**src/rtl/lc3_control.sv**
```systemverilog
//============================================================================
// Module      : lc3_control
// Description : LC-3 instruction sequencer. Moore FSM stepping each
//               instruction through fetch, decode and execute, driving the
//               datapath's register loads, bus gates, mux selects and SRAM
//               strobes.
// Revision    : 1.0  initial release
//============================================================================
`default_nettype none

module lc3_control (
  input  logic       Clk,
  input  logic       Reset,
  input  logic       Run,
  input  logic       Continue,
  input  logic [3:0] Opcode,
  input  logic       IR_5,
  input  logic       IR_11,
  input  logic       BEN,
  output logic       LD_MAR,
  output logic       LD_MDR,
  output logic       LD_IR,
  output logic       LD_BEN,
  output logic       LD_CC,
  output logic       LD_REG,
  output logic       LD_PC,
  output logic       LD_LED,
  output logic       GatePC,
  output logic       GateMDR,
  output logic       GateALU,
  output logic       GateMARMUX,
  output logic [1:0] PCMUX,
  output logic       DRMUX,
  output logic       SR1MUX,
  output logic       SR2MUX,
  output logic       ADDR1MUX,
  output logic [1:0] ADDR2MUX,
  output logic [1:0] ALUK,
  output logic       Mem_CE,
  output logic       Mem_UB,
  output logic       Mem_LB,
  output logic       Mem_OE,
  output logic       Mem_WE
);

  typedef enum logic [4:0] {
    S_HALTED, S_18, S_33_1, S_33_2, S_35, S_32,
    S_01, S_05, S_09, S_00, S_22, S_12, S_04, S_21,
    S_06, S_25_1, S_25_2, S_27, S_07, S_23, S_16_1, S_16_2,
    S_PAUSE_IR1, S_PAUSE_IR2
  } state_t;

  typedef struct packed {
    logic       ld_mar;
    logic       ld_mdr;
    logic       ld_ir;
    logic       ld_ben;
    logic       ld_cc;
    logic       ld_reg;
    logic       ld_pc;
    logic       ld_led;
    logic       gate_pc;
    logic       gate_mdr;
    logic       gate_alu;
    logic       gate_marmux;
    logic [1:0] pcmux;
    logic       drmux;
    logic       sr1mux;
    logic       sr2mux;
    logic       addr1mux;
    logic [1:0] addr2mux;
    logic [1:0] aluk;
    logic       mem_oe;
    logic       mem_we;
  } ctrl_t;

  state_t state;
  state_t state_next;
  ctrl_t  ctrl;

  // Control word presented while sitting in state s. IR bits are stable for
  // the whole execute phase (IR only loads in S_35), so sampling them on
  // entry to the state is equivalent to sampling them during it.
  function automatic ctrl_t ctrl_for(state_t s, logic ir5, logic ir11);
    ctrl_t c;
    c        = '0;
    c.mem_oe = 1'b1;
    c.mem_we = 1'b1;
    case (s)
      S_18: begin
        c.gate_pc = 1'b1;
        c.ld_mar  = 1'b1;
        c.pcmux   = 2'b01;
        c.ld_pc   = 1'b1;
      end
      S_33_1: c.mem_oe = 1'b0;
      S_33_2: begin
        c.mem_oe = 1'b0;
        c.ld_mdr = 1'b1;
      end
      S_35: begin
        c.gate_mdr = 1'b1;
        c.ld_ir    = 1'b1;
      end
      S_32: c.ld_ben = 1'b1;
      S_01, S_05: begin
        c.sr2mux   = ir5;
        c.aluk     = (s == S_05) ? 2'b01 : 2'b00;
        c.gate_alu = 1'b1;
        c.ld_reg   = 1'b1;
        c.ld_cc    = 1'b1;
      end
      S_09: begin
        c.aluk     = 2'b10;
        c.gate_alu = 1'b1;
        c.ld_reg   = 1'b1;
        c.ld_cc    = 1'b1;
      end
      S_22: begin
        c.addr1mux = 1'b0;
        c.addr2mux = 2'b10;
        c.pcmux    = 2'b10;
        c.ld_pc    = 1'b1;
      end
      S_12: begin
        c.addr1mux = 1'b1;
        c.addr2mux = 2'b00;
        c.pcmux    = 2'b10;
        c.ld_pc    = 1'b1;
      end
      S_04: begin
        c.gate_pc = 1'b1;
        c.drmux   = 1'b1;
        c.ld_reg  = 1'b1;
      end
      S_21: begin
        c.addr1mux = ~ir11;
        c.addr2mux = ir11 ? 2'b11 : 2'b00;
        c.pcmux    = 2'b10;
        c.ld_pc    = 1'b1;
      end
      S_06, S_07: begin
        c.addr1mux    = 1'b1;
        c.addr2mux    = 2'b01;
        c.gate_marmux = 1'b1;
        c.ld_mar      = 1'b1;
      end
      S_25_1: c.mem_oe = 1'b0;
      S_25_2: begin
        c.mem_oe = 1'b0;
        c.ld_mdr = 1'b1;
      end
      S_27: begin
        c.gate_mdr = 1'b1;
        c.ld_reg   = 1'b1;
        c.ld_cc    = 1'b1;
      end
      S_23: begin
        c.sr1mux   = 1'b0;
        c.aluk     = 2'b11;
        c.gate_alu = 1'b1;
        c.ld_mdr   = 1'b1;
      end
      S_16_1, S_16_2: c.mem_we = 1'b0;
      S_PAUSE_IR1:    c.ld_led = 1'b1;
      default: ;
    endcase
    return c;
  endfunction

  // Next-state selection: fixed fetch chain, opcode dispatch in decode,
  // two-phase handshake on Continue for PAUSE.
  always_comb begin
    state_next = state;
    case (state)
      S_HALTED: if (Run) state_next = S_18;
      S_18:     state_next = S_33_1;
      S_33_1:   state_next = S_33_2;
      S_33_2:   state_next = S_35;
      S_35:     state_next = S_32;
      S_32: begin
        case (Opcode)
          4'b0001: state_next = S_01;
          4'b0101: state_next = S_05;
          4'b1001: state_next = S_09;
          4'b0000: state_next = S_00;
          4'b1100: state_next = S_12;
          4'b0100: state_next = S_04;
          4'b0110: state_next = S_06;
          4'b0111: state_next = S_07;
          4'b1101: state_next = S_PAUSE_IR1;
          default: state_next = S_18;
        endcase
      end
      S_00:        state_next = BEN ? S_22 : S_18;
      S_04:        state_next = S_21;
      S_06:        state_next = S_25_1;
      S_25_1:      state_next = S_25_2;
      S_25_2:      state_next = S_27;
      S_07:        state_next = S_23;
      S_23:        state_next = S_16_1;
      S_16_1:      state_next = S_16_2;
      S_PAUSE_IR1: if (Continue) state_next = S_PAUSE_IR2;
      S_PAUSE_IR2: if (!Continue) state_next = S_18;
      S_01, S_05, S_09, S_22, S_12, S_21, S_27, S_16_2:
                   state_next = S_18;
      default:     state_next = S_HALTED;
    endcase
  end

  // State register with the control word registered alongside it, so every
  // output comes straight from a flop; reset overrides any transition.
  always_ff @(posedge Clk) begin
    if (Reset) begin
      state <= S_HALTED;
      ctrl  <= ctrl_for(S_HALTED, 1'b0, 1'b0);
    end else begin
      state <= state_next;
      ctrl  <= ctrl_for(state_next, IR_5, IR_11);
    end
  end

  assign LD_MAR     = ctrl.ld_mar;
  assign LD_MDR     = ctrl.ld_mdr;
  assign LD_IR      = ctrl.ld_ir;
  assign LD_BEN     = ctrl.ld_ben;
  assign LD_CC      = ctrl.ld_cc;
  assign LD_REG     = ctrl.ld_reg;
  assign LD_PC      = ctrl.ld_pc;
  assign LD_LED     = ctrl.ld_led;
  assign GatePC     = ctrl.gate_pc;
  assign GateMDR    = ctrl.gate_mdr;
  assign GateALU    = ctrl.gate_alu;
  assign GateMARMUX = ctrl.gate_marmux;
  assign PCMUX      = ctrl.pcmux;
  assign DRMUX      = ctrl.drmux;
  assign SR1MUX     = ctrl.sr1mux;
  assign SR2MUX     = ctrl.sr2mux;
  assign ADDR1MUX   = ctrl.addr1mux;
  assign ADDR2MUX   = ctrl.addr2mux;
  assign ALUK       = ctrl.aluk;
  assign Mem_OE     = ctrl.mem_oe;
  assign Mem_WE     = ctrl.mem_we;

  // SRAM chip enable and byte lanes are permanently active.
  assign Mem_CE = 1'b0;
  assign Mem_UB = 1'b0;
  assign Mem_LB = 1'b0;

endmodule

`default_nettype wire

```
**config.mk**
```make
export PLATFORM = sky130hd
export DESIGN_NAME = lc3_control
export DESIGN_NICKNAME = d
export VERILOG_FILES = /design/src/rtl/lc3_control.sv
export SDC_FILE = /design/constraint.sdc
export NUM_CORES = 1
export LEC_CHECK = 0
export CAP_MARGIN = 20
export CORE_ASPECT_RATIO = 0.5
export CORE_MARGIN = 8
export CORE_UTILIZATION = 43
export DETAILED_ROUTE_END_ITERATION = 10
export MAX_ROUTING_LAYER = met4
export PLACE_DENSITY = 0.74
export SKIP_CTS_REPAIR_TIMING = 1
export SYNTH_ARGS = -nofsm -noshare
export SYNTH_HDL_FRONTEND = slang
export SYNTH_SLANG_ARGS = --single-unit
export TNS_END_PERCENT = 100
```
**constraint.sdc**
```tcl
create_clock -name Clk -period 2 [get_ports Clk]
set_clock_uncertainty 0.1 [all_clocks]
set_input_delay 0.4 -clock Clk [delete_from_list [all_inputs] [get_ports Clk]]
set_output_delay 0.4 -clock Clk [all_outputs]
set_load 0.05 [all_outputs]
```
==> Word-level counts from Yosys, hierarchy flattened <==
Memories as Yosys holds them, arrays and structs flattened.
Cells that the tools add are included.
{ "op_classes": {"n_bitwise": 2, "mux": 25, "eq_ne": 44, "reduce_logical": 16} }
{ "op_table": {"columns": ["op", "n"], "rows": [
  ["one-hot mux 5 bit (17 select lines)", 1],
  ["equality test 5 x 4 -> 1 bit, second input constant", 15],
  ["equality test 5 bit, second input constant", 15],
  ["equality test 5 x 3 -> 1 bit, second input constant", 8],
  ["equality test 5 x 2 -> 1 bit, second input constant", 4],
  ["2-to-1 mux 1 bit", 16],
  ["OR reduction 4 bit", 4],
  ["2-to-1 mux 5 bit", 3],
  ["one-hot mux 3 bit (4 select lines)", 1],
  ["OR reduction 2 bit", 6],
  ["equality test 5 x 1 -> 1 bit, second input constant", 2],
  ["OR reduction 3 bit", 3],
  ["OR reduction 8 bit", 1],
  ["one-hot mux 2 bit (3 select lines)", 1],
  ["logical NOT 5 bit", 1],
  ["OR reduction 5 bit", 1],
  ["2-to-1 mux 4 bit", 1],
  ["one-hot mux 2 bit (2 select lines)", 1],
  ["2-to-1 mux 2 bit", 1],
  ["inverter 1 bit", 2]
]} }
{ "word_totals": {"reg_bits": 29, "output_inout_bits": 27, "memories": 1, "romBits": 80, "wordCells": 110, "inputBits": 11} }
{ "memory_table": {"columns": ["memory", "words", "width", "read_ports", "rd_clocked_by_memory_dff", "wr", "line_no", "source"], "rows": [
  ["(name not given)", 16, 5, 1, 0, 0, "182", "case (Opcode)"]
]} }

==> Longest topological paths before layout <==
Gate-level depths: netlist (run 1).
{ "depth": {"word_depth": 7, "ltp_mapped": 9, "depth_no_buf": 7} }

==> Worst setup path before layout (run 1) <==
OpenSTA, ideal clock, no wires.
{ "synth_timing": {"kind": "in2reg", "startpoint": "input Opcode[1]", "endpoint": "register ctrl, in the netlist GateALU", "stages": 7, "setup_slack_ns": -0.100, "n_path_buf": 1, "t_arrival_ns": 1.912, "required_ns": 1.813, "path_cell_list": "nand2b_1 > xnor2_1 > o22ai_1 > or4_1 > buf_2 > or4_1 > o31ai_1"} }
{ "synth_between": {"elab_chain_cells": 5, "word_cells_on_any_way": 8, "cone_classes": "4 x eq/ne; 2 x mux; 1 x reduce/logical; 1 x memory"} }
{ "synth_rtl": {"columns": ["element", "line_no", "source"], "rows": [
  ["from (decl)", "16", "input logic [3:0] Opcode,"],
  ["memory read (16 x 5 bit) (*)", null, null],
  ["one-hot mux 5 bit (17 select lines) (*)", "175", "case (state)"],
  ["equality test 5 x 3 -> 1 bit, or another cell as far along", "89", "case (s)"],
  ["OR reduction 4 bit (no source line) (*)", null, null],
  ["2-to-1 mux 1 bit (*)", "89", null],
  ["to (signal assigned)", "216", "ctrl <= ctrl_for(S_HALTED, 1'b0, 1'b0);"],
  ["to (signal assigned)", "219", "ctrl <= ctrl_for(state_next, IR_5, IR_11);"],
  ["to (decl)", "79", "ctrl_t ctrl;"]
]} }
Mark *: on every way between the ends. The rest lies on a longest branch, timed or not.
A chain may end at the register's enable or synchronous reset.

==> Worst setup path in the final report (run 1) <==
{ "layout_timing": {"startpoint": "register state[4]", "endpoint": "register ctrl, in the netlist GateALU"} }
{ "layout_between": {"elab_chain_cells": 6, "word_cells_on_any_way": 35, "cone_classes": "27 x eq/ne; 5 x mux; 3 x reduce/logical"} }
{ "layout_rtl": {"columns": ["element", "line_no", "source"], "rows": [
  ["from (decl)", "77", "state_t state;"],
  ["from (signal assigned)", "218", "state <= state_next;"],
  ["equality test 5 x 3 -> 1 bit, or another cell as far along", "175", null],
  ["OR reduction 8 bit", "175", null],
  ["one-hot mux 5 bit (17 select lines) (*)", "175", null],
  ["equality test 5 x 3 -> 1 bit, or another cell as far along", "89", null],
  ["OR reduction 4 bit (no source line) (*)", null, null],
  ["2-to-1 mux 1 bit (*)", "89", null]
]} }
Marked as above.

==> results.ini, run 1 <==
[status]
status=finished with violations
violations=negative setup slack

[worst_setup_path]
critPathKind=reg2reg
arrival_ns=2.34
crit_top_cell=buf_6
r2r-start=state[4]$_SDFF_PP0_
path_delay_family=simple AND/OR/NAND/NOR gates
cp-start-kind=register
cpPeakStageDelay_ns=0.55
reg2reg_to=GateALU$_SDFF_PP0_
required_ns=2.09
crit_buf_inv=2
crit_path_end_kind=register
r2r_cells=8
r2r_setup_slack_ns=-0.25
slowest_stage=or4_4
path_cells=buf_6 -> buf_6 -> nor2_2 -> o21ai_1 -> a31oi_1 -> or4_4 -> or4_1 -> o31ai_2
critPathMaxFanout=7

[power_and_ir_drop]
p_leak_nw=1.15
p_per_area_mw_per_mm2=635
vdd_ir_drop_max_v=0.000254

[logic_synthesis]
synth_simple_gate_area_frac=0.300
synth_cells=172
async_flop_share=0
synthAdderAreaFrac=0
yosysWarnings=0
synth_cell_types=54
ys_seq_area_frac=0.378
avgSynthCellArea_um2=8.62
synth_edf_count=0
synthMuxAreaShare=0.0270
synth-main-ff-cell=dfxtp_1
yosys.area_share.xor_xnor=0.0177
synth_top_family_by_area=simple AND/OR/NAND/NOR gates
synth_seq_cells=28
synth_area_mm2=0.00148
synth_compound_area_frac=0.186

[timing]
fmax_mhz=445
relSlewSlack=0.654
finalMaxSlewViolations=0
hold_viol_final=0
holdWs_ns=0.582
grt_setup_unrepaired=true
fin_crit_ns=2.25
finalSetupViolations=15
tightest_slew_ns=0.518
tns_ns=-2.06
period_share=1.12
setup_ws_ns=-0.249

[detailed_routing]
ant_nets=0
wl_per_cell_um=18.0
vias=1647
drc=0
drt_iter0_markers=124
viasPerCell=5.56
routed_wirelength_um=5340
firstDrtPassIters=4

[placement]
placed_cells=281
port_buffers=33
place_congestion=0.852
dpl_worst_slack_ns=-0.736
dpl_cell_area_mm2=0.00214
dp_hpwl_um=3160

[floorplan]
die_w_um=99.0
dieHeight_um=57.5
initial_core_util=0.441
io_pins=38
rows=15
die_area_mm2=0.00570
core-area_mm2=0.00336

[clock_tree]
cts_buffers=3
cts_sinks=28
cts_root_buffer=clkbuf_8
htreeDepth=1
path_clk_slew_ns=0.10
clk_latency_ns=0.28
cts_buffer_depth=2
tritoncts=yes

[cells_and_area]
area_delta_synth_final_pct=71.4
final_area_mm2=0.00254
drive_above_1_share=0.398
final_cells=296
n_antenna_cell=0
nets=266

[min_path]
min_from=state[1]$_SDFF_PP0_
min_delay_path_depth=2
hp-class=reg2reg
holdPathEnd=ADDR2MUX[0]$_SDFF_PP0_

[global_routing]
grt_max_degree=17
track_usage=0.149
grt-ovfl-total=0
first_global_vias=1521
grt_pass1_wl_um=6830
antenna_found_initial=0

[run]
max-cap-violations=0

cells in the mapped netlist, drive strengths merged, types with 2 or more instances:
cell,instances,area (um2)
nand3,4,20.0
inv,6,22.5
nand2,12,45.0
nor3,4,20.0
o21ai,8,40.0
nor4bb,2,20.0
or4,3,22.5
buf,16,103
nand2b,7,43.8
a21oi,6,30.0
and3,3,18.8
o31ai,3,22.5
o221ai,2,23.8
dfxtp,28,561
nor2,12,45.0
xor2,2,17.5
mux2i,4,40.0
clkbuf,2,7.51
nand4b,2,23.8
nor2b,9,56.3
a31oi,2,12.5
a21o,3,22.5
nor3b,4,30.0
o41ai,2,17.5
nor4,3,18.8
metrics by stage:
step                total power (W)   util
floorplan                  0.000907      -
global placement            0.00108  0.636
detailed placement          0.00108  0.636
CTS                         0.00151  0.657
global route                0.00167  0.756
finish                      0.00161  0.756
cells by family after synthesis:
family / count (synthesis)
DFF: 28
muxes: 4
and+or+nand+nor: 75
buffers and inverters: 24
other: 1
AOI/OAI and AO/OA: 37
xor gates and xnor gates: 3
worst register-to-register path, cell delays in order, from the launching register on:
cell,delay (ns)
dfxtp_4,0.42
buf_6,0.13
buf_6,0.10
nor2_2,0.04
o21ai_1,0.08
a31oi_1,0.12
or4_4,0.55
or4_1,0.54
o31ai_2,0.09
worst max-delay path by stage:
| stage | startpoint | endpoint | cells after the start |
|---|---|---|---|
| 2_1_floorplan | state[3]$_SDFF_PP0_ | GateALU$_SDFF_PP0_ | 8 |
| 3_3_place_gp | Opcode[3] | ADDR2MUX[0]$_SDFF_PP0_ | 8 |
| 3_5_place_dp | Opcode[0] | ADDR2MUX[0]$_SDFF_PP0_ | 7 |
| 4_1_cts | Opcode[0] | ADDR2MUX[0]$_SDFF_PP0_ | 7 |
| 5_1_grt | state[4]$_SDFF_PP0_ | GateALU$_SDFF_PP0_ | 8 |
| 6_report | state[4]$_SDFF_PP0_ | GateALU$_SDFF_PP0_ | 8 |
placed cells by master (no fill, tap or decap), drive strengths merged, types with 6 or more instances in the layout:
cell type / n
buf: 60
dfxtp: 28
clkdlybuf4s50: 27
nand2: 12
nor2: 12
nor2b: 9
o21ai: 8
nand2b: 7
dlymetal6s2s: 6
inv: 6
a21oi: 6
flip-flops by register name, indices dropped and copies added, names as in the netlist:
name        count
GatePC          1
LD_CC           1
ADDR2MUX        2
ADDR1MUX        1
LD_MAR          1
state           5
Mem_OE          1
GateMARMUX      1
GateMDR         1
LD_BEN          1
LD_PC           1
Mem_WE          1
LD_LED          1
LD_IR           1
GateALU         1
LD_REG          1
SR2MUX          1
DRMUX           1
LD_MDR          1
PCMUX           2
ALUK            2
cell type report:
type,count,area (um2)
flip-flops and latches,28,579
fillers,210,818
inverters,6,22.5
multi-input cells,123,978
clock buffers,3,41.3
well taps,42,52.6
clock inverters,1,30.0
repair buffers,93,837
routing by layer:
layer / share of wire / vias up / global-route usage / wire length, um
met3: 0.089 / 20 / 0.0436 / 475
met2: 0.48 / 100 / 0.248 / 2590
met1: 0.40 / 755 / 0.172 / 2130
met4: 0.027 / 0 / 0.0432 / 142
li1: - / 772 / - / -
met5: 0 / - / - / 0
power breakdown:
| part | internal, W | total, W | switching [W] |
|---|---|---|---|
| Combinational | 0.000252 | 0.000563 | 0.000311 |
| Sequential | 0.000585 | 0.000610 | 0.0000250 |
| Clock | 0.000268 | 0.000441 | 0.000173 |
| Total | 0.00110 | 0.00161 | 0.000509 |
No activity file was read; power rests on OpenSTA's default activity.
==> run 2, diff against run 1 <==
--- a/config.mk
+++ b/config.mk
@@ -11,2 +11,3 @@
 export CORE_UTILIZATION = 43
+export CTS_CLUSTER_SIZE = 28
 export DETAILED_ROUTE_END_ITERATION = 10
@@ -15,2 +16,3 @@
 export SKIP_CTS_REPAIR_TIMING = 1
+export SLEW_MARGIN = 15
 export SYNTH_ARGS = -nofsm -noshare
==> constraint.sdc (replaced) <==
create_clock -name Clk -period 2 [get_ports Clk]
set_clock_uncertainty 0.1 [all_clocks]
set_input_delay 0.3 -clock Clk [delete_from_list [all_inputs] [get_ports Clk]]
set_output_delay 0.3 -clock Clk [all_outputs]
set_load 0.05 [all_outputs]
==> run 2 against run 1 <==
  * The run still ends with negative setup slack left
  * Cell area fell by 4.2%
  * Largest power group unchanged
  * Core utilization decreased by 3.2 points
  * Worst hold slack lost 0.078 ns
  * Power shrank 1.9%
==> results.ini, run 2 (same netlist as run 1, synthesis figures left out) <==
[detailed_routing]
firstDrtPassIters=4  ; unchanged
viasPerCell=5.36  ; -3.7%
drt_iter0_markers=73  ; -41%
ant_nets=0  ; unchanged
wl_per_cell_um=15.6  ; -14%
routed_wirelength_um=4500  ; -16%
drc=0  ; unchanged
vias=1548  ; -6.0%

[timing]
finalSetupViolations=15  ; unchanged
finalMaxSlewViolations=0  ; unchanged
grt_setup_unrepaired=true
fin_crit_ns=2.19  ; -0.0555 ns
hold_viol_final=0  ; unchanged
fmax_mhz=456  ; +2.5%
tightest_slew_ns=0.509  ; -0.00883 ns
period_share=1.10  ; -0.0278
setup_ws_ns=-0.194  ; +0.0555 ns
relSlewSlack=0.660  ; +0.00590

[placement]
placed_cells=282  ; +0.36%
place_congestion=0.924  ; +8.4%
port_buffers=33  ; unchanged
dp_hpwl_um=3180  ; +0.40%
dpl_cell_area_mm2=0.00214  ; +0.35%

[power_and_ir_drop]
p_leak_nw=1.10  ; -5.0%
vdd_ir_drop_max_v=0.000445  ; +75%
p_per_area_mw_per_mm2=650  ; +2.4%

[cells_and_area]
final_cells=289  ; -2.4%
area_delta_synth_final_pct=64.2
largest_reg_flops=5  ; unchanged
final_cell_mix=buf_4, clkdlybuf4s50_1, dfxtp_1
layout_commonest_cell=buf_4
n_antenna_cell=0  ; unchanged
drive_above_1_share=0.377  ; -0.0211
top_register=state
n_fill_cell=224  ; +6.7%
nets=259  ; -2.6%
final_area_mm2=0.00243  ; -4.2%
register_area_um2=577  ; -0.43%
multiInputGateArea_um2=960  ; -1.9%

[floorplan]
die_area_mm2=0.00570  ; unchanged
rows=15  ; unchanged
die_w_um=99.0  ; unchanged
initial_core_util=0.441  ; unchanged
core-area_mm2=0.00336  ; unchanged
dieHeight_um=57.5  ; unchanged
io_pins=38  ; unchanged

[global_routing]
first_global_vias=1419  ; -6.7%
grt-ovfl-total=0  ; unchanged
grt_pass1_wl_um=6650  ; -2.6%
grt_max_degree=17  ; unchanged
track_usage=0.145  ; -0.00424
antenna_found_initial=0  ; unchanged

[run]
max-cap-violations=0  ; unchanged

[clock_tree]
cts_root_buffer=clkbuf_8
cts_buffers=3  ; unchanged
htreeDepth=1  ; unchanged
cts_buffer_depth=2  ; unchanged
clk_latency_ns=0.27  ; about the same
cts_sinks=28  ; unchanged
path_clk_slew_ns=0.10  ; about the same
tritoncts=yes

[status]
status=finished with violations
violations=negative setup slack

[worst_setup_path]
cp-start-kind=register
critPathKind=reg2reg
crit_path_end_kind=register
critPathMaxFanout=7  ; unchanged
arrival_ns=2.28  ; -0.06 ns
r2r_cells=8  ; unchanged
required_ns=2.09  ; about the same

[min_path]
min_delay_path_depth=2  ; unchanged
hp-class=in2reg

run 2: routing by layer:
metal | share of wire | global-route usage | vias to the layer above
li1 | - | - | 761
met1 | 0.44 | 0.176 | 725
met2 | 0.47 | 0.238 | 56
met3 | 0.072 | 0.0364 | 6
met4 | 0.012 | 0.0346 | 0
met5 | 0 | - | -
run 2: power breakdown:
part           switching, W  internal [W]
logic              0.000295      0.000239
clock network      0.000173      0.000268
registers         0.0000225      0.000586
total              0.000490       0.00109
run 2: final timing paths:
path,slack [ns],start,to
worst max register to register,-0.19,state[3]$_SDFF_PP0_,LD_REG$_SDFF_PP0_
worst min register to register,0.56,state[1]$_SDFF_PP0_,LD_MDR$_SDFF_PP0_
worst min-delay path,0.50,IR_5,SR2MUX$_SDFF_PP0_
worst max-delay path,-0.19,state[3]$_SDFF_PP0_,LD_REG$_SDFF_PP0_
run 2: layout make-up:
| class | count | share of cell area |
|---|---|---|
| inverter | 6 | 0.00925 |
| multi-input combinational | 123 | 0.394 |
| clock inverter | 1 | 0.0123 |
| tap | 42 | 0.0216 |
| clock buffer | 3 | 0.0170 |
| timing repair buffer | 86 | 0.309 |
| sequential | 28 | 0.237 |
run 2: critical path: stages, from the launching register on:
cell,delay [ns]
dfxtp_4,0.40
buf_4,0.15
nor3b_2,0.17
a31oi_1,0.08
o221ai_2,0.33
buf_4,0.19
nand2b_4,0.05
or4_4,0.55
o31ai_1,0.09
run 2: metrics by stage:
step | setup WS [ns] | util | setup TNS (ns) | hold slack (ns) | total power [W]
floorplan | -0.0680 | - | -0.152 | 0.316 | 0.000907
global placement | -0.576 | 0.638 | -9.91 | 0.551 | 0.00108
detailed placement | -0.698 | 0.638 | -11.64 | 0.547 | 0.00108
CTS | -0.419 | 0.659 | -5.34 | 0.507 | 0.00152
global route | -0.267 | 0.725 | -2.59 | 0.506 | 0.00164
finish | -0.194 | 0.725 | -1.53 | 0.504 | 0.00158
